## src/rtl/pipelined_prefix_adder.sv

```systemverilog
// rtl/pipelined_prefix_adder.sv - pipelined Kogge-Stone adder/subtractor with valid/ready handshake and sideband tag
//
// Purpose:
//   Kogge-Stone parallel-prefix add/subtract over a WIDTH+1 bit carry vector
//   (bit 0 is the effective carry-in). A pipeline rank is placed after every
//   REG_EVERY prefix layers. The last rank also forms sum/c_out/ovf and drives
//   the outputs straight from its registers.
//
// Optional feature:
//   PIPELINED_PREFIX_ADDER_SAT_EN - when defined, the last rank saturates sum
//   on signed overflow. ovf and c_out are reported unchanged.
//
// Ports:
//   clk        clock, rising edge
//   rst_n      synchronous active-low reset
//   in_valid   operation offered
//   in_ready   operation accepted this cycle when in_valid is also high
//   a, b       operands (WIDTH bits)
//   c_in       carry-in (add) / borrow-in (sub)
//   sub        0: a+b+c_in, 1: a-b-c_in
//   in_tag     sideband tag, returned with the result
//   out_valid  result available
//   out_ready  consumer accepts the result
//   sum        result (WIDTH bits)
//   c_out      raw carry out of the MSB (sub: 1 = no borrow)
//   ovf        two's-complement signed overflow
//   out_tag    tag of this result
module pipelined_prefix_adder #(
  parameter int WIDTH     = 8,
  parameter int REG_EVERY = 2,
  parameter int TAG_W     = 4
) (
  input  logic             clk,
  input  logic             rst_n,
  input  logic             in_valid,
  output logic             in_ready,
  input  logic [WIDTH-1:0] a,
  input  logic [WIDTH-1:0] b,
  input  logic             c_in,
  input  logic             sub,
  input  logic [TAG_W-1:0] in_tag,
  output logic             out_valid,
  input  logic             out_ready,
  output logic [WIDTH-1:0] sum,
  output logic             c_out,
  output logic             ovf,
  output logic [TAG_W-1:0] out_tag
);

  localparam int L  = $clog2(WIDTH + 1);
  localparam int R  = (L + REG_EVERY - 1) / REG_EVERY;
  localparam int RM = (R > 1) ? R - 1 : 1;

  // Applies prefix layers lo..hi to (G, A). Descending index order lets each
  // bit read its lower neighbour's value from the previous layer in place.
  function automatic logic [WIDTH:0] prefix_g(input logic [WIDTH:0] g_in,
                                              input logic [WIDTH:0] a_in,
                                              input int lo, input int hi);
    logic [WIDTH:0] g;
    logic [WIDTH:0] pa;
    g  = g_in;
    pa = a_in;
    for (int l = lo; l <= hi; l++) begin
      for (int i = WIDTH; i >= (1 << l); i--) begin
        g[i]  = g[i] | (pa[i] & g[i - (1 << l)]);
        pa[i] = pa[i] & pa[i - (1 << l)];
      end
    end
    return g;
  endfunction

  function automatic logic [WIDTH:0] prefix_a(input logic [WIDTH:0] a_in,
                                              input int lo, input int hi);
    logic [WIDTH:0] pa;
    pa = a_in;
    for (int l = lo; l <= hi; l++) begin
      for (int i = WIDTH; i >= (1 << l); i--) begin
        pa[i] = pa[i] & pa[i - (1 << l)];
      end
    end
    return pa;
  endfunction

  logic [WIDTH-1:0] beff;
  assign beff = sub ? ~b : b;

  // Intermediate rank storage (ranks 1..R-1); the last rank stores the result.
  logic [WIDTH:0]   g_q     [1:RM];
  logic [WIDTH:0]   a_q     [1:RM];
  logic [WIDTH-1:0] p_q     [1:RM];
  logic             amsb_q  [1:RM];
  logic             vld_q   [1:R];
  logic [TAG_W-1:0] tag_q   [1:R];
  logic [WIDTH-1:0] sum_q;
  logic             cout_q;
  logic             ovf_q;

  // adv[k]: rank k loads this cycle. Combinational chain from out_ready so
  // a bubble anywhere in the pipe is filled immediately.
  logic [R+1:1] adv;
  assign adv[R+1]  = out_ready;
  assign in_ready  = rst_n & adv[1];

  for (genvar k = 1; k <= R; k++) begin : g_rank
    localparam int LO = (k - 1) * REG_EVERY;
    localparam int HI = ((k * REG_EVERY < L) ? k * REG_EVERY : L) - 1;

    logic [WIDTH:0]   g_src;
    logic [WIDTH:0]   a_src;
    logic [WIDTH-1:0] p_src;
    logic             amsb_src;
    logic             vld_src;
    logic [TAG_W-1:0] tag_src;
    logic [WIDTH:0]   g_d;

    if (k == 1) begin : g_src_in
      // Position 0 is the carry-in: generates cin_eff, never propagates.
      assign g_src    = {a & beff, sub ^ c_in};
      assign a_src    = {a | beff, 1'b0};
      assign p_src    = a ^ beff;
      assign amsb_src = a[WIDTH-1];
      assign vld_src  = in_valid & in_ready;
      assign tag_src  = in_tag;
    end else begin : g_src_rank
      assign g_src    = g_q[k-1];
      assign a_src    = a_q[k-1];
      assign p_src    = p_q[k-1];
      assign amsb_src = amsb_q[k-1];
      assign vld_src  = vld_q[k-1];
      assign tag_src  = tag_q[k-1];
    end

    assign g_d    = prefix_g(g_src, a_src, LO, HI);
    assign adv[k] = ~vld_q[k] | adv[k+1];

    always_ff @(posedge clk) begin
      if (!rst_n) begin
        vld_q[k] <= 1'b0;
        tag_q[k] <= '0;
      end else if (adv[k]) begin
        vld_q[k] <= vld_src;
        tag_q[k] <= tag_src;
      end
    end

    if (k < R) begin : g_mid
      always_ff @(posedge clk) begin
        if (!rst_n) begin
          g_q[k]    <= '0;
          a_q[k]    <= '0;
          p_q[k]    <= '0;
          amsb_q[k] <= 1'b0;
        end else if (adv[k]) begin
          g_q[k]    <= g_d;
          a_q[k]    <= prefix_a(a_src, LO, HI);
          p_q[k]    <= p_src;
          amsb_q[k] <= amsb_src;
        end
      end
    end else begin : g_last
      logic [WIDTH-1:0] sum_raw;
      logic [WIDTH-1:0] sum_d;
      logic             ovf_d;
`ifdef PIPELINED_PREFIX_ADDER_SAT_EN
      logic [WIDTH-1:0] sat_min;
`endif

      always_comb begin
        sum_raw = p_src ^ g_d[WIDTH-1:0];
        // Operand MSBs equal exactly when p[MSB] is 0.
        ovf_d   = ~p_src[WIDTH-1] & (sum_raw[WIDTH-1] ^ amsb_src);
        sum_d   = sum_raw;
`ifdef PIPELINED_PREFIX_ADDER_SAT_EN
        sat_min            = '0;
        sat_min[WIDTH-1]   = 1'b1;
        if (ovf_d) begin
          sum_d = amsb_src ? sat_min : ~sat_min;
        end
`endif
      end

      always_ff @(posedge clk) begin
        if (!rst_n) begin
          sum_q  <= '0;
          cout_q <= 1'b0;
          ovf_q  <= 1'b0;
        end else if (adv[k]) begin
          sum_q  <= sum_d;
          cout_q <= g_d[WIDTH];
          ovf_q  <= ovf_d;
        end
      end
    end
  end

  assign out_valid = vld_q[R];
  assign out_tag   = tag_q[R];
  assign sum       = sum_q;
  assign c_out     = cout_q;
  assign ovf       = ovf_q;

endmodule
```

## config.mk

```make
export PLATFORM = sky130hd
export DESIGN_NAME = pipelined_prefix_adder
export DESIGN_NICKNAME = d
export VERILOG_FILES = /design/src/rtl/pipelined_prefix_adder.sv
export SDC_FILE = /design/constraint.sdc
export NUM_CORES = 1
export LEC_CHECK = 0
export CAP_MARGIN = 20
export CORE_MARGIN = 2
export CORE_UTILIZATION = 35
export DETAILED_ROUTE_END_ITERATION = 8
export PLACE_DENSITY = 0.63
export RECOVER_POWER = 100
export SETUP_SLACK_MARGIN = 0.1
export SYNTH_ARGS = -nofsm -noshare
export SYNTH_HDL_FRONTEND = slang
export SYNTH_SLANG_ARGS = --single-unit
```

## constraint.sdc

```tcl
create_clock -name clk -period 3.1 [get_ports clk]
set_input_delay 0.62 -clock clk [delete_from_list [all_inputs] [get_ports clk]]
set_output_delay 0.62 -clock clk [all_outputs]
set_load 0.01 [all_outputs]
```

==> results of run 1 <==
[power breakdown]
group / total, uW / internal, uW / switching (uW)
clock: 356 / 180 / 176
sequential: 706 / 683 / 23.7
combinational: 240 / 129 / 111
[metal layers]
layer	global-route usage	share of wire	vias up
met5	0	0	-
met4	0.05738	0.022	0
met3	0.02706	0.047	6
met2	0.1847	0.46	40
met1	0.1675	0.47	630
li1	-	-	750
[layout by cell type (no fill, tap or decap)]
master / count
edfxtp_1: 33
clkbuf_1: 5
or2_2: 2
nand3_1: 1
nor2b_1: 5
o22ai_2: 1
o21ba_2: 1
nand3b_2: 1
o211ai_1: 1
nand2b_1: 1
and3b_1: 1
a21o_1: 1
buf_4: 2
xnor2_1: 7
ha_1: 15
nor4b_1: 1
nor4_1: 2
xor2_1: 11
clkdlybuf4s50_1: 22
and3_1: 18
o221ai_1: 2
inv_1: 18
o22ai_1: 1
o21bai_1: 1
o21ai_0: 10
nor2_1: 10
nor3_1: 2
nor2_2: 1
dlygate4sd3_1: 19
dfxtp_1: 10
o31ai_1: 1
clkbuf_8: 6
o31a_1: 1
clkinv_2: 1
nand2_1: 13
a21oi_1: 9
o41ai_2: 1
[through the flow]
stage | hold WS [ns] | util | worst slack, ns
floorplan | 0.4597 | - | 1.126
detailed placement | 0.4429 | 0.4515 | 0.3798
global placement | 0.4432 | 0.4515 | 0.4485
CTS | 0.4602 | 0.4668 | 0.5165
finish | 0.4467 | 0.4597 | 0.3012
global route | 0.4831 | 0.4597 | 0.2404
[logic make-up after synthesis]
| group | Yosys count | synth area share |
|---|---|---|
| simple gates | 58 | 0.1475 |
| flops | 43 | 0.5484 |
| compound gates | 30 | 0.09045 |
| buf+inv | 24 | 0.04608 |
| xor+xnor | 18 | 0.08122 |
| fa+ha+maj | 15 | 0.08641 |
[layout make-up]
type	count	share of cell area
tap	75	0.03428
inverter	18	0.02468
multi-input combinational	121	0.3117
sequential	43	0.4351
timing repair buffer	47	0.1609
clock buffer	7	0.03154
clock inverter	1	0.001828
[synth_stat cells, types with 3 or more instances]
cell / instances / area share
a21oi_1: 9 / 0.021
and3_1: 18 / 0.052
clkbuf_1: 3 / 0.0052
dfxtp_1: 10 / 0.092
edfxtp_1: 33 / 0.46
ha_1: 15 / 0.086
inv_1: 18 / 0.031
nand2_1: 12 / 0.021
nor2_1: 10 / 0.017
nor2b_1: 5 / 0.014
o21ai_0: 10 / 0.023
xnor2_1: 7 / 0.028
xor2_1: 10 / 0.040
[flip-flops by register name, summed over array words and instances (netlist names)]
name and cells:
a_q 5, amsb_q 1, c_out 1, g_q 9, ovf 1, p_q 8
sum 8, tag_q 8, vld_q 2
[tightest hold or removal path, stage by stage, from the launching register on]
cell	delay [ns]
dfxtp_1	0.32
nand2_1	0.04
o21ai_0	0.05
[worst paths after layout]
path | slack [ns] | cells past startpoint | from | to
max reg2reg | 1.53 | 4 | vld_q[2] | a_q[1][1]
min | 0.45 | 2 | sum[3] | sum[3]
max | 0.30 | 5 | out_ready | in_ready
min reg2reg | 0.45 | 2 | sum[3] | sum[3]
==> out/qor.yml, run 1 <==
die_w_um: 82.78
ir_worst_vdd_mv: 0.1798
die_area_um2: 6852
root_buffer: "clkbuf_8"
synth_edf_count: 33
status: "finished clean"
ys_types: 36
cts.sinks: 43
finalCriticalPeriod_ns: 2.799
grt_usage: 0.1224
antenna_found_initial: 0
hold_class: "reg -> reg"
antenna_left: 0
clock_skew_ns: 0.006203
finalHoldViolCount: 0
fin_setup_tns_ns: 0
setup_violations: 0
finalCritPeriodShare: 0.9028
power_uw: 1302
gp_congestion: 0.7505
dp.cells: 304
postCtsHoldBufs: 0
ys_seq_area_frac: 0.5484
maxCapViolations: 0
diodes: 0
start_util: 0.3647
clk_path_buf_depth: 2
critPathMostFrequentCell: "dlygate4sd3_1"
vias_per_cell: 4.571
async_reset_ff_frac: 0
insertion_delay_ns: 0.29
core_area_um2: 5956
areaGrowthSynthToFinish_pct: 26.04
path_buf_inv: 3
fin_nets: 277
numCtsBuffers: 5
post_cts_buffers: 0
dieHeight_um: 82.78
path_max_fanout: 3
slowest_delay_ns: 0.60
first_global_vias: 1357
stdcell_area_um2: 2738
tightest_slew_ns: 0.7037
drcViolationCount: 0
placed_area_um2: 2689
cp.required_ns: 2.48
rsz0062_at_grt: "no"
syn-num-nets: 229
fmax_mhz: 357.3
post_cts_resized: 0
routedWlPerCell_um: 11.92
io_buffers: 41
core.rowCount: 28
drt_iter0_drc: 58
synth_ff_type: "edfxtp_1"
place_hpwl_um: 2955
crit_path_top_delay_cell: "dlygate4sd3_1"
syn_avg_cell_area_um2: 11.55
seq_area_um2: 1191
cpLargestDelayFamily: "buffers and inverters"
multiInputGateArea_um2: 853.3
total_leakage_power_uw: 0.001219
drive_gt1_frac: 0.06751
cts_tree: "done"
path_cells: "dlygate4sd3_1 > nand3b_2 > nand2_1 > inv_1 > dlygate4sd3_1"
critical_path_class: "in -> out"
end_kind: "primary output"
grt.overflow.total: 0
worstPathArrival_ns: 2.18
cts_max_level: 2
instances_no_fill: 312
drt-total-wl_um: 3720
fill_cells: 592
vias: 1426
grt_start_max_net_pins: 29
maxSlewHeadroom: 0.5309
p_per_area_nw_per_um2: 475.6
slew_viol_final: 0
grt_pass1_wl_um: 6168
firstDrtPassIters: 4
ios: 42
path_clk_slew_ns: 0.07
synth_area_um2: 2172
postSynthCellCount: 188
synth-seq-cells: 43
yosysWarnings: 0
startpoint_type: "input port"
Note: power is estimated with default switching activity, not from simulation.
==> run 2, diff against run 1 <==
--- a/config.mk
+++ b/config.mk
@@ -9,7 +9,7 @@
 export CORE_MARGIN = 2
 export CORE_UTILIZATION = 35
 export DETAILED_ROUTE_END_ITERATION = 8
-export PLACE_DENSITY = 0.63
+export PLACE_DENSITY = 0.66
 export RECOVER_POWER = 100
 export SETUP_SLACK_MARGIN = 0.1
 export SYNTH_ARGS = -nofsm -noshare
==> run 2 against run 1 <==
Compared with the run above:
- register-to-register slack worse by 0.08 ns
- combinational power hardly changed
- worst hold slack gained 0.00053 ns
- clock power shrank 6.7%
- sequential share of layout area increased by 0.22 points
- utilization fell by 0.23 points
- count of clock-buffer cells in the layout unchanged
- first-iteration DRC count is 3.4% higher
- die area unchanged
- total power fell by 2.0%
==> out/qor.yml, run 2 (synthesized netlist as in run 1, its figures left out) <==
regToRegStartpoint: "vld_q[2]"
numCtsBuffers: 5
root_buffer: "clkbuf_8"
rr_endpoint: "p_q[1][6]"
hold_class: "reg -> reg"
mostFrequentLayoutCells: "edfxtp_1 (33), clkdlybuf4s50_1 (22), dlygate4sd3_1 (19)"
vias: 1436
drt_iter0_drc: 60
drcViolationCount: 0
antenna_left: 0
status: "finished clean"
path_max_fanout: 3
fin_nets: 278
core.rowCount: 28
clk_path_buf_depth: 2
vias_per_cell: 4.588
grt_use_met1: 0.1644
cts_max_level: 2
slew_viol_final: 0
startpoint_type: "input port"
cts_tree: "done"
critPathMostFrequentCell: "dlygate4sd3_1"
ir_worst_vdd_mv: 0.1681
crit_path_top_delay_cell: "dlygate4sd3_1"
holdPathStages: 2
grt.busiest_layer: "met2"
maxSlewHeadroom: 0.6373
firstDrtPassIters: 4
die_w_um: 82.78
hold_end: "sum[2]"
ios: 42
grt.overflow.total: 0
grt.met3_usage: 0.02706
cp.required_ns: 2.48
largest_register_ffs: 9
worstPathArrival_ns: 2.16
drt-total-wl_um: 3724
dieHeight_um: 82.78
antenna_found_initial: 0
max_flop_register: "g_q"
setup_violations: 0
post_cts_buffers: 0
total_leakage_power_uw: 0.001209
die_area_um2: 6852
fmax_mhz: 359.5
first_global_vias: 1347
finalCriticalPeriod_ns: 2.782
fin_setup_tns_ns: 0
grt_pass1_wl_um: 6161
path_clk_slew_ns: 0.08
path_cells: "dlygate4sd3_1 > nand3b_2 > nand2_1 > inv_1 > dlygate4sd3_1"
r2r_setup_slack_ns: 1.45
grt_start_max_net_pins: 29
critical_path_class: "in -> out"
start_util: 0.3647
areaGrowthSynthToFinish_pct: 25.40
post_cts_resized: 0
maxCapViolations: 0
finalCritPeriodShare: 0.8974
routedWlPerCell_um: 11.90
diodes: 0
clock_skew_ns: 0.004910
drive_gt1_frac: 0.05882
mostFrequentLayoutCell: "edfxtp_1"
io_buffers: 41
place_hpwl_um: 2952
postCtsHoldBufs: 0
cts.sinks: 43
grt_usage: 0.1209
rr_worst_depth: 4
power_uw: 1275
hold_start: "sum[2]"
grt_use_met2: 0.1871
p_per_area_nw_per_um2: 468.2
slowest_delay_ns: 0.60
gp_congestion: 0.7670
finalHoldViolCount: 0
rsz0062_at_grt: "no"
insertion_delay_ns: 0.29
tightest_slew_ns: 0.5441
end_kind: "primary output"
core_area_um2: 5956
run 2: cell types whose count changed in the layout (fill, tap and decap cells not counted), sizes merged:
cell,change
clkbuf,+1
run 2: how the worst max path moves through the flow:
stage | slack (ns) | endpoint | startpoint | cells past startpoint
2_1_floorplan | 1.13 | a_q[1][0] | rst_n | 3
3_3_place_gp | 0.45 | g_q[1][6] | sub | 7
6_report | 0.32 | in_ready | out_ready | 5
4_1_cts | 0.53 | in_ready | out_ready | 5
5_1_grt | 0.26 | in_ready | out_ready | 5
3_5_place_dp | 0.39 | a_q[1][2] | sub | 6
run 2: through the flow:
stage | setup slack [ns] | instances | cell area, um^2 | hold slack [ns] | utilization
after floorplan | 1.126 | 188 | 2172 | 0.4597 | -
after global placement | 0.4520 | 305 | 2696 | 0.4345 | 0.4527
after detailed placement | 0.3906 | 305 | 2696 | 0.4417 | 0.4527
after CTS | 0.5280 | 313 | 2778 | 0.4598 | 0.4664
after global routing | 0.2591 | 313 | 2724 | 0.4811 | 0.4574
final | 0.3182 | 313 | 2724 | 0.4473 | 0.4574
run 2: power breakdown:
| part | internal [uW] | total, uW | switching [uW] |
|---|---|---|---|
| Clock | 158 | 332 | 174 |
| Combinational | 128 | 237 | 109 |
| Sequential | 683 | 707 | 24.2 |
| Total | 969 | 1280 | 307 |
run 2: cell type report:
cell class,count,area [um^2]
Multi-Input combinational cell,121,845.8
Clock buffer,7,76.32
Tap cell,75,93.84
Timing Repair Buffer,48,444.2
Fill cell,575,3232
Inverter,18,67.56
Sequential cell,43,1191
Clock inverter,1,5.005
run 2: critical path, delay by kind of cell:
family / cells / cell delay, ns
and+or+nand+nor: 2 / 0.32
buffers and inverters: 3 / 1.22
run 2: layer usage:
| metal | share of wire | routed length [um] |
|---|---|---|
| met2 | 0.47 | 1750 |
| met4 | 0.019 | 70 |
| met3 | 0.039 | 147 |
| met5 | 0 | 0 |
| met1 | 0.47 | 1756 |
